==> config.mk <==
export PLATFORM = sky130hd
export DESIGN_NAME = cajero_transaccion
export DESIGN_NICKNAME = d
export VERILOG_FILES = /design/src/rtl/cajero_transaccion.sv
export SDC_FILE = /design/constraint.sdc
export NUM_CORES = 1
export LEC_CHECK = 0
export BUFFER_PORTS_ARGS = -buffer_cell sky130_fd_sc_hd__clkbuf_2
export CORE_ASPECT_RATIO = 0.7
export CORE_MARGIN = 2
export CORE_UTILIZATION = 50
export CTS_CLUSTER_SIZE = 24
export DETAILED_ROUTE_END_ITERATION = 10
export PLACE_DENSITY = 0.85
export SKIP_LAST_GASP = 1
export SLEW_MARGIN = 20
export SYNTH_ARGS = -nofsm -noshare
export SYNTH_HDL_FRONTEND = slang
export SYNTH_SLANG_ARGS = --single-unit
export TNS_END_PERCENT = 1
==> constraint.sdc <==
create_clock -name clk -period 3.7 [get_ports clk]
set_clock_uncertainty 0.2 [all_clocks]
set_input_delay 0.555 -clock clk [delete_from_list [all_inputs] [get_ports clk]]
set_output_delay 0.555 -clock clk [all_outputs]
set_load 0.1 [all_outputs]
==> src/rtl/cajero_transaccion.sv <==
// ATM transaction stage: after an accepted PIN, captures one deposit or withdrawal,
// updates the held balance and reports the outcome with registered one-cycle pulses.
module cajero_transaccion #(
  parameter int unsigned BALANCE_W   = 64,
  parameter int unsigned MONTO_W     = 32,
  parameter int unsigned TIMEOUT_CYC = 1000
) (
  input  logic                 clk,
  input  logic                 reset,
  input  logic                 pin_ok,
  input  logic                 balance_load,
  input  logic [BALANCE_W-1:0] balance_in,
  input  logic                 tipo_trans,
  input  logic                 monto_stb,
  input  logic [MONTO_W-1:0]   monto,
  output logic [BALANCE_W-1:0] balance_out,
  output logic                 balance_actualizado,
  output logic                 entregar_dinero,
  output logic                 fondos_insuficientes,
  output logic                 timeout,
  output logic                 ocupado
);

  localparam int unsigned CntW = $clog2(TIMEOUT_CYC + 1);
  localparam logic [CntW-1:0] CntLimit = CntW'(TIMEOUT_CYC - 1);

  typedef enum logic [4:0] {
    StIdle     = 5'b00001,
    StEspera   = 5'b00010,
    StDeposito = 5'b00100,
    StRetiro   = 5'b01000,
    StFin      = 5'b10000
  } state_e;

  state_e               state_q;
  logic [BALANCE_W-1:0] balance_q;
  logic [CntW-1:0]      cnt_q;
  logic [MONTO_W-1:0]   monto_q;
  logic                 actualizado_q;
  logic                 entregar_q;
  logic                 insuficientes_q;
  logic                 timeout_q;

  logic [BALANCE_W-1:0] monto_ext;
  logic [BALANCE_W:0]   suma;

  always_comb begin
    monto_ext = BALANCE_W'(monto_q);
    suma      = {1'b0, balance_q} + {1'b0, monto_ext};
  end

  always_ff @(posedge clk) begin
    if (!reset) begin
      state_q         <= StIdle;
      balance_q       <= '0;
      cnt_q           <= '0;
      monto_q         <= '0;
      actualizado_q   <= 1'b0;
      entregar_q      <= 1'b0;
      insuficientes_q <= 1'b0;
      timeout_q       <= 1'b0;
    end else begin
      // Pulses default low; each is set for exactly the one cycle following its cause.
      actualizado_q   <= 1'b0;
      entregar_q      <= 1'b0;
      insuficientes_q <= 1'b0;
      timeout_q       <= 1'b0;
      case (state_q)
        StIdle: begin
          if (balance_load) balance_q <= balance_in;
          if (pin_ok) begin
            cnt_q   <= '0;
            state_q <= StEspera;
          end
        end
        StEspera: begin
          if (monto_stb) begin
            monto_q <= monto;
            cnt_q   <= '0;
            state_q <= tipo_trans ? StRetiro : StDeposito;
          end else if (cnt_q == CntLimit) begin
            cnt_q     <= '0;
            timeout_q <= 1'b1;
            state_q   <= StIdle;
          end else begin
            cnt_q <= cnt_q + 1'b1;
          end
        end
        StDeposito: begin
          balance_q     <= suma[BALANCE_W] ? '1 : suma[BALANCE_W-1:0];
          actualizado_q <= 1'b1;
          state_q       <= StFin;
        end
        StRetiro: begin
          if (monto_ext > balance_q) begin
            insuficientes_q <= 1'b1;
          end else begin
            balance_q  <= balance_q - monto_ext;
            entregar_q <= (monto_q != '0);
          end
          actualizado_q <= 1'b1;
          state_q       <= StFin;
        end
        StFin: begin
          state_q <= StIdle;
        end
        default: begin
          state_q <= StIdle;
        end
      endcase
    end
  end

  assign balance_out          = balance_q;
  assign balance_actualizado  = actualizado_q;
  assign entregar_dinero      = entregar_q;
  assign fondos_insuficientes = insuficientes_q;
  assign timeout              = timeout_q;
  assign ocupado              = (state_q != StIdle);

endmodule
-- Word level (Yosys, flattened, before mapping)
Cells that the tools add are included.
- bits in read-only memories: 0
- flip-flop bits (word level): 115
- output and inout bits: 69
- input port bits: 102
- RAM bits: 0
- word-level logic and storage cells: 52
- memories: 0
- latch bits: 0
- shift-type cells: 0
- reduce and logical (&&, ||, !) cells: 11
- multiply operators: 0
- muxes and demuxes: 16
- $lt $le $gt $ge: 1
- bitwise logic cells: 3
- add/subtract/negate cells: 3
- divide/modulo/power cells: 0
- eq/ne operators: 10
- operators with widths (operator ; count):
    64-bit 2-to-1 mux ; 3
    64-bit case mux with 3 select lines ; 1
    64-bit by 32-bit adder with 65-bit output ; 1
    32-bit by 64-bit > comparator with 1-bit output ; 1
    64-bit by 32-bit subtractor with 64-bit output ; 1
    32-bit nonzero test ; 1
    10-bit 2-to-1 mux ; 3
    10-bit case mux with 2 select lines ; 1
    5-bit 2-to-1 mux ; 3
    5-bit case mux with 3 select lines ; 1
    10-bit by 1-bit adder with 10-bit output, second input constant ; 1
    10-bit == test, second input constant ; 1
    2-bit AND reduction ; 4
    2-bit inequality test, second input constant ; 3
    3-bit OR reduction ; 2
    5-bit by 1-bit == test with 1-bit output, second input constant ; 1
    5-bit by 2-bit == test with 1-bit output, second input constant ; 1
    5-bit by 3-bit == test with 1-bit output, second input constant ; 1
    5-bit by 4-bit == test with 1-bit output, second input constant ; 1
    5-bit by 1-bit inequality test with 1-bit output, second input constant ; 1
    4-bit 2-to-1 mux ; 1
    1-bit 2-to-1 mux ; 3
    3-bit inequality test, second input constant ; 1
    1-bit inverter ; 3
    4 further kinds ; 4

-- Depth between registers and ports, before layout
- depth after elaboration: 4
- depth in mapped cells: 14

-- Least setup slack after synthesis
Ideal clock, no wire load.
- path type: flip-flop to flip-flop
- from: register balance_q[0], in the netlist balance_out[0]
- to: register balance_q[38], in the netlist balance_out[38]
- data arrival time: 3.623 ns
- library setup time: 0.119 ns
- slack: -0.241 ns
- stages on the path, launching flop included: 14
- cells stage by stage: dfxtp_1 -> ha_1 -> fa_1 -> nor2b_2 -> o221ai_4 -> a211oi_2 -> o31a_1 -> o31a_4 -> or2_1 -> buf_6 -> a31oi_4 -> nand2_2 -> o31a_1 -> o221a_1
- longest elaborated chain between the ends: 3
- ends and longest elaborated chain (what ; line ; RTL):
    start, declared ; 36 ; logic [BALANCE_W-1:0] balance_q;
    start signal, assigned ; 70 ; if (balance_load) balance_q <= balance_in;
    start signal, assigned ; 90 ; balance_q <= suma[BALANCE_W] ? '1 : suma[BALANCE_W-1:0];
    start signal, assigned ; 98 ; balance_q <= balance_q - monto_ext;
    64-bit by 32-bit subtractor with 64-bit output, or another cell as far along ; 98 ;
    64-bit 2-to-1 mux, or another cell as far along ; 95 ; if (monto_ext > balance_q) begin
    64-bit case mux with 3 select lines / 3-bit AND reduction (equally long branches) ; -- ;
Several ways; a longest one is shown, not always the timed one. The select of a mux whose other input is x is not followed.
A chain may end at the register's enable or synchronous reset.

-- Worst setup path in the final report
- from: register monto_q[0]
- to: register balance_q[57], in the netlist balance_out[57]
- longest elaborated chain between the ends: 3
- ends and longest elaborated chain (what ; line ; RTL):
    start, declared ; 38 ; logic [MONTO_W-1:0] monto_q;
    start signal, assigned ; 78 ; monto_q <= monto;
    64-bit by 32-bit subtractor with 64-bit output, or another cell as far along ; 98 ;
    64-bit 2-to-1 mux, or another cell as far along ; 95 ;
    64-bit case mux with 3 select lines / 3-bit AND reduction (equally long branches) ; -- ;
Several ways; a longest one is shown, not always the timed one. The select of a mux whose other input is x is not followed.

==> out/metrics.yaml <==
whs_ns: 0.0836
timing.fmax_ghz: 0.273
post-place-ws_ns: 0.00466
syn_area_per_cell_um2: 7.04
synth-seq-area-share_pct: 21.7
vias_per_cell: 6.67
ctsHoldBuffers: 0
placed_cell_area_um2: 12300
fin_cells: 1998
cp-end-kind: "flip-flop"
antenna_found_initial: 0
num_antenna_cells: 0
drv_cap: 0
rows: 44
p_leak_nw: 5.46
dp_hpwl_mm: 31.9
crit_type: "flip-flop to flip-flop"
synth-edff-count: 0
h-tree-depth: 4
first_global_vias: 12211
crit_top_cell: "a211oi_2"
fp.coreArea_um2: 20800
drc: 0
slowest_delay_ns: 0.36
synthFlopType: "dfxtp_1"
power.total_mw: 5.59
final_hold_viol_count: 0
critical-path-slowest-cell: "fa_2"
cts.path.max_buffers: 2
cts_buffers: 17
vias: 13328
syn_inst: 1510
cp_max_fo: 6
fp.dieArea_um2: 22500
fp.dieW_um: 178
dp_cells: 1962
ant_nets: 0
wire_per_inst_um: 21.7
grt_max_degree: 63
dr.pass1.iters: 6
numPortBuffers: 170
max_slew_margin_pct: 45.5
rsz0062_at_grt: "true"
grt_overflow: 0
slew_viol_final: 0
layout_setup_ws_ns: 0.0354
worstHoldPathCells: 2
worstPathCellList: "ha_1, fa_2, nor2b_2, o221ai_4, a211oi_2, o31a_1, o31a_4, or2_4, and2_1, a21o_1, buf_4, a211oi_2, o221ai_1"
grt_usage_pct: 37.8
fp.dieH_um: 126
ir_drop_mv: 0.372
ys_ff_latch: 115
routed_wl_mm: 43.4
cts_tree: "built"
arrival_ns: 3.77
ios: 171
drt_iter0_drc: 1997
grt_pass1_wl_mm: 67.0
place_congestion: 1.02
clock-root-buffer: "clkbuf_16"
required_ns: 3.81
clkTransAtPathRegs_ns: 0.06
crit_path_start_kind: "flip-flop"
reg2reg_depth: 13
synth_cell_type_count: 94
status: "finished, final reports clean"
layout.nets: 1878
min_period_over_period_pct: 99.0
tns_ns: 0
setup_viol: 0
cts.sinks: 115
start_util_pct: 51.1
syn_area_um2: 10600
area_delta_synth_final_pct: 23.8
clkLatencyLatePin_ns: 0.45
yosysWarnings: 0
syn-num-nets: 1679
pwr_density_cell_nw_per_um2: 425
drive_gt1_share_pct: 24.0
final_cell_area_um2: 13200
worst_pin_slew_ns: 0.817
finish.utilization_pct: 63.2
postSynth.asyncResetShare_pct: 0
fin_crit_ns: 3.66
hold_class: "primary input to flip-flop"
## path summary, 6_finish.rpt
kind,from,endpoint,slack [ns]
worst min register to register,monto_q[10],monto_q[10],0.30
worst max register to register,monto_q[0],balance_out[57],0.04
worst max-delay path,monto_q[0],balance_out[57],0.04
worst min-delay path,tipo_trans,state_q[2],0.08
## cell type report
class                   instances  area, um^2
clock inverters                12         203
flip-flops and latches        115        2330
well taps                     276         345
fillers                      1870        7660
clock buffers                  20         457
repair buffers                294        1830
multi-input cells            1202        7690
inverters                      79         297
## cell usage after synthesis, drive strengths merged, types with 6 or more instances
cell    number  area share, %
or4         17            1.3
a221o       18            1.7
nor2       131            4.6
nand2      174            6.2
o31ai       23            1.7
and2         8           0.47
a31oi       24            1.6
o211ai      13           0.92
a211oi      14            1.1
a21oi      194            9.2
nand2b      15           0.88
clkbuf      76            2.7
xor2        20            1.6
o221ai      20            1.8
o21ai      107            5.1
or2          8           0.47
o21a         9           0.64
nand4       23            1.4
xnor2       16            1.3
nand3       38            1.9
o21bai      11           0.78
or3         13           0.77
o31a         6           0.58
a21o        10           0.71
a22oi       22            1.6
nor3        36            2.0
and3        11           0.65
nor4        33            2.0
nor2b        9           0.55
a221oi      20            1.7
ha          65            7.7
buf         38            1.9
dfxtp      115             22
inv         79            2.8
o22ai       19            1.1
## what timing repair did
item                                    in CTS  in global routing
endpoints found under the setup margin       2                 57
endpoints found under the hold margin        0                  0
setup buffers                                0                  4
resized for setup                            2                 23
pin swaps                                    0                  2
## registers in the layout, indices dropped and copies added, names as in the netlist
signal	count
state_q	5
fondos_insuficientes	1
timeout	1
entregar_dinero	1
monto_q	32
balance_out	64
balance_actualizado	1
cnt_q	10
## critical path, delay by kind of cell (launching register included)
kind / cells / cell delay, ns
flops: 1 / 0.35
fa+ha+maj: 2 / 0.59
buf+inv: 1 / 0.17
simple gates: 3 / 0.65
compound gates: 7 / 1.55
## power breakdown
group	internal [mW]	total, mW	switching [mW]
clock	1.23	1.91	0.677
combinational	0.682	2.23	1.55
sequential	1.32	1.45	0.132
## logic make-up (layout without fill, tap and decap cells)
family / Yosys count / in the layout / share of synthesized area, %
AOI/OAI and AO/OA: 560 / 560 / 34.8
xor gates and xnor gates: 36 / 36 / 2.97
adders and majority gates: 67 / 67 / 8.03
buffers and inverters: 193 / 405 / 7.37
DFF: 115 / 115 / 21.7
muxes: 5 / 5 / 0.471
and+or+nand+nor: 534 / 534 / 24.7
## metal layers
layer	up-vias	part of all wire (%)	GRT usage, %
met4	0	2.1	11.2
met5	-	0	0
met3	97	15	11.5
li1	5999	-	-
met1	6132	43	56.7
met2	1100	40	51.2
## layout by cell type, fill, tap and decap left out, types with 16 or more instances in the layout
master     Yosys  routed
clkbuf_16      0      17
nand3_1       37      36
inv_1         73      73
nor2_1       131     129
a22oi_1       22      22
nor4_1        32      29
o22ai_1       19      19
xnor2_1       16      16
nand2_1      172     172
a21oi_1      193     193
nand4_1       22      22
a221o_1       18      18
buf_4          2     119
nor3_1        33      31
o21ai_0      103     101
a221oi_1      19      17
dfxtp_2        0      20
dfxtp_1      115      95
o31ai_1       22      20
clkbuf_2       1     170
ha_1          65      62
a31oi_1       23      23
o221ai_1      19      19
xor2_1        20      20
No activity file was read; power rests on OpenSTA's default activity.
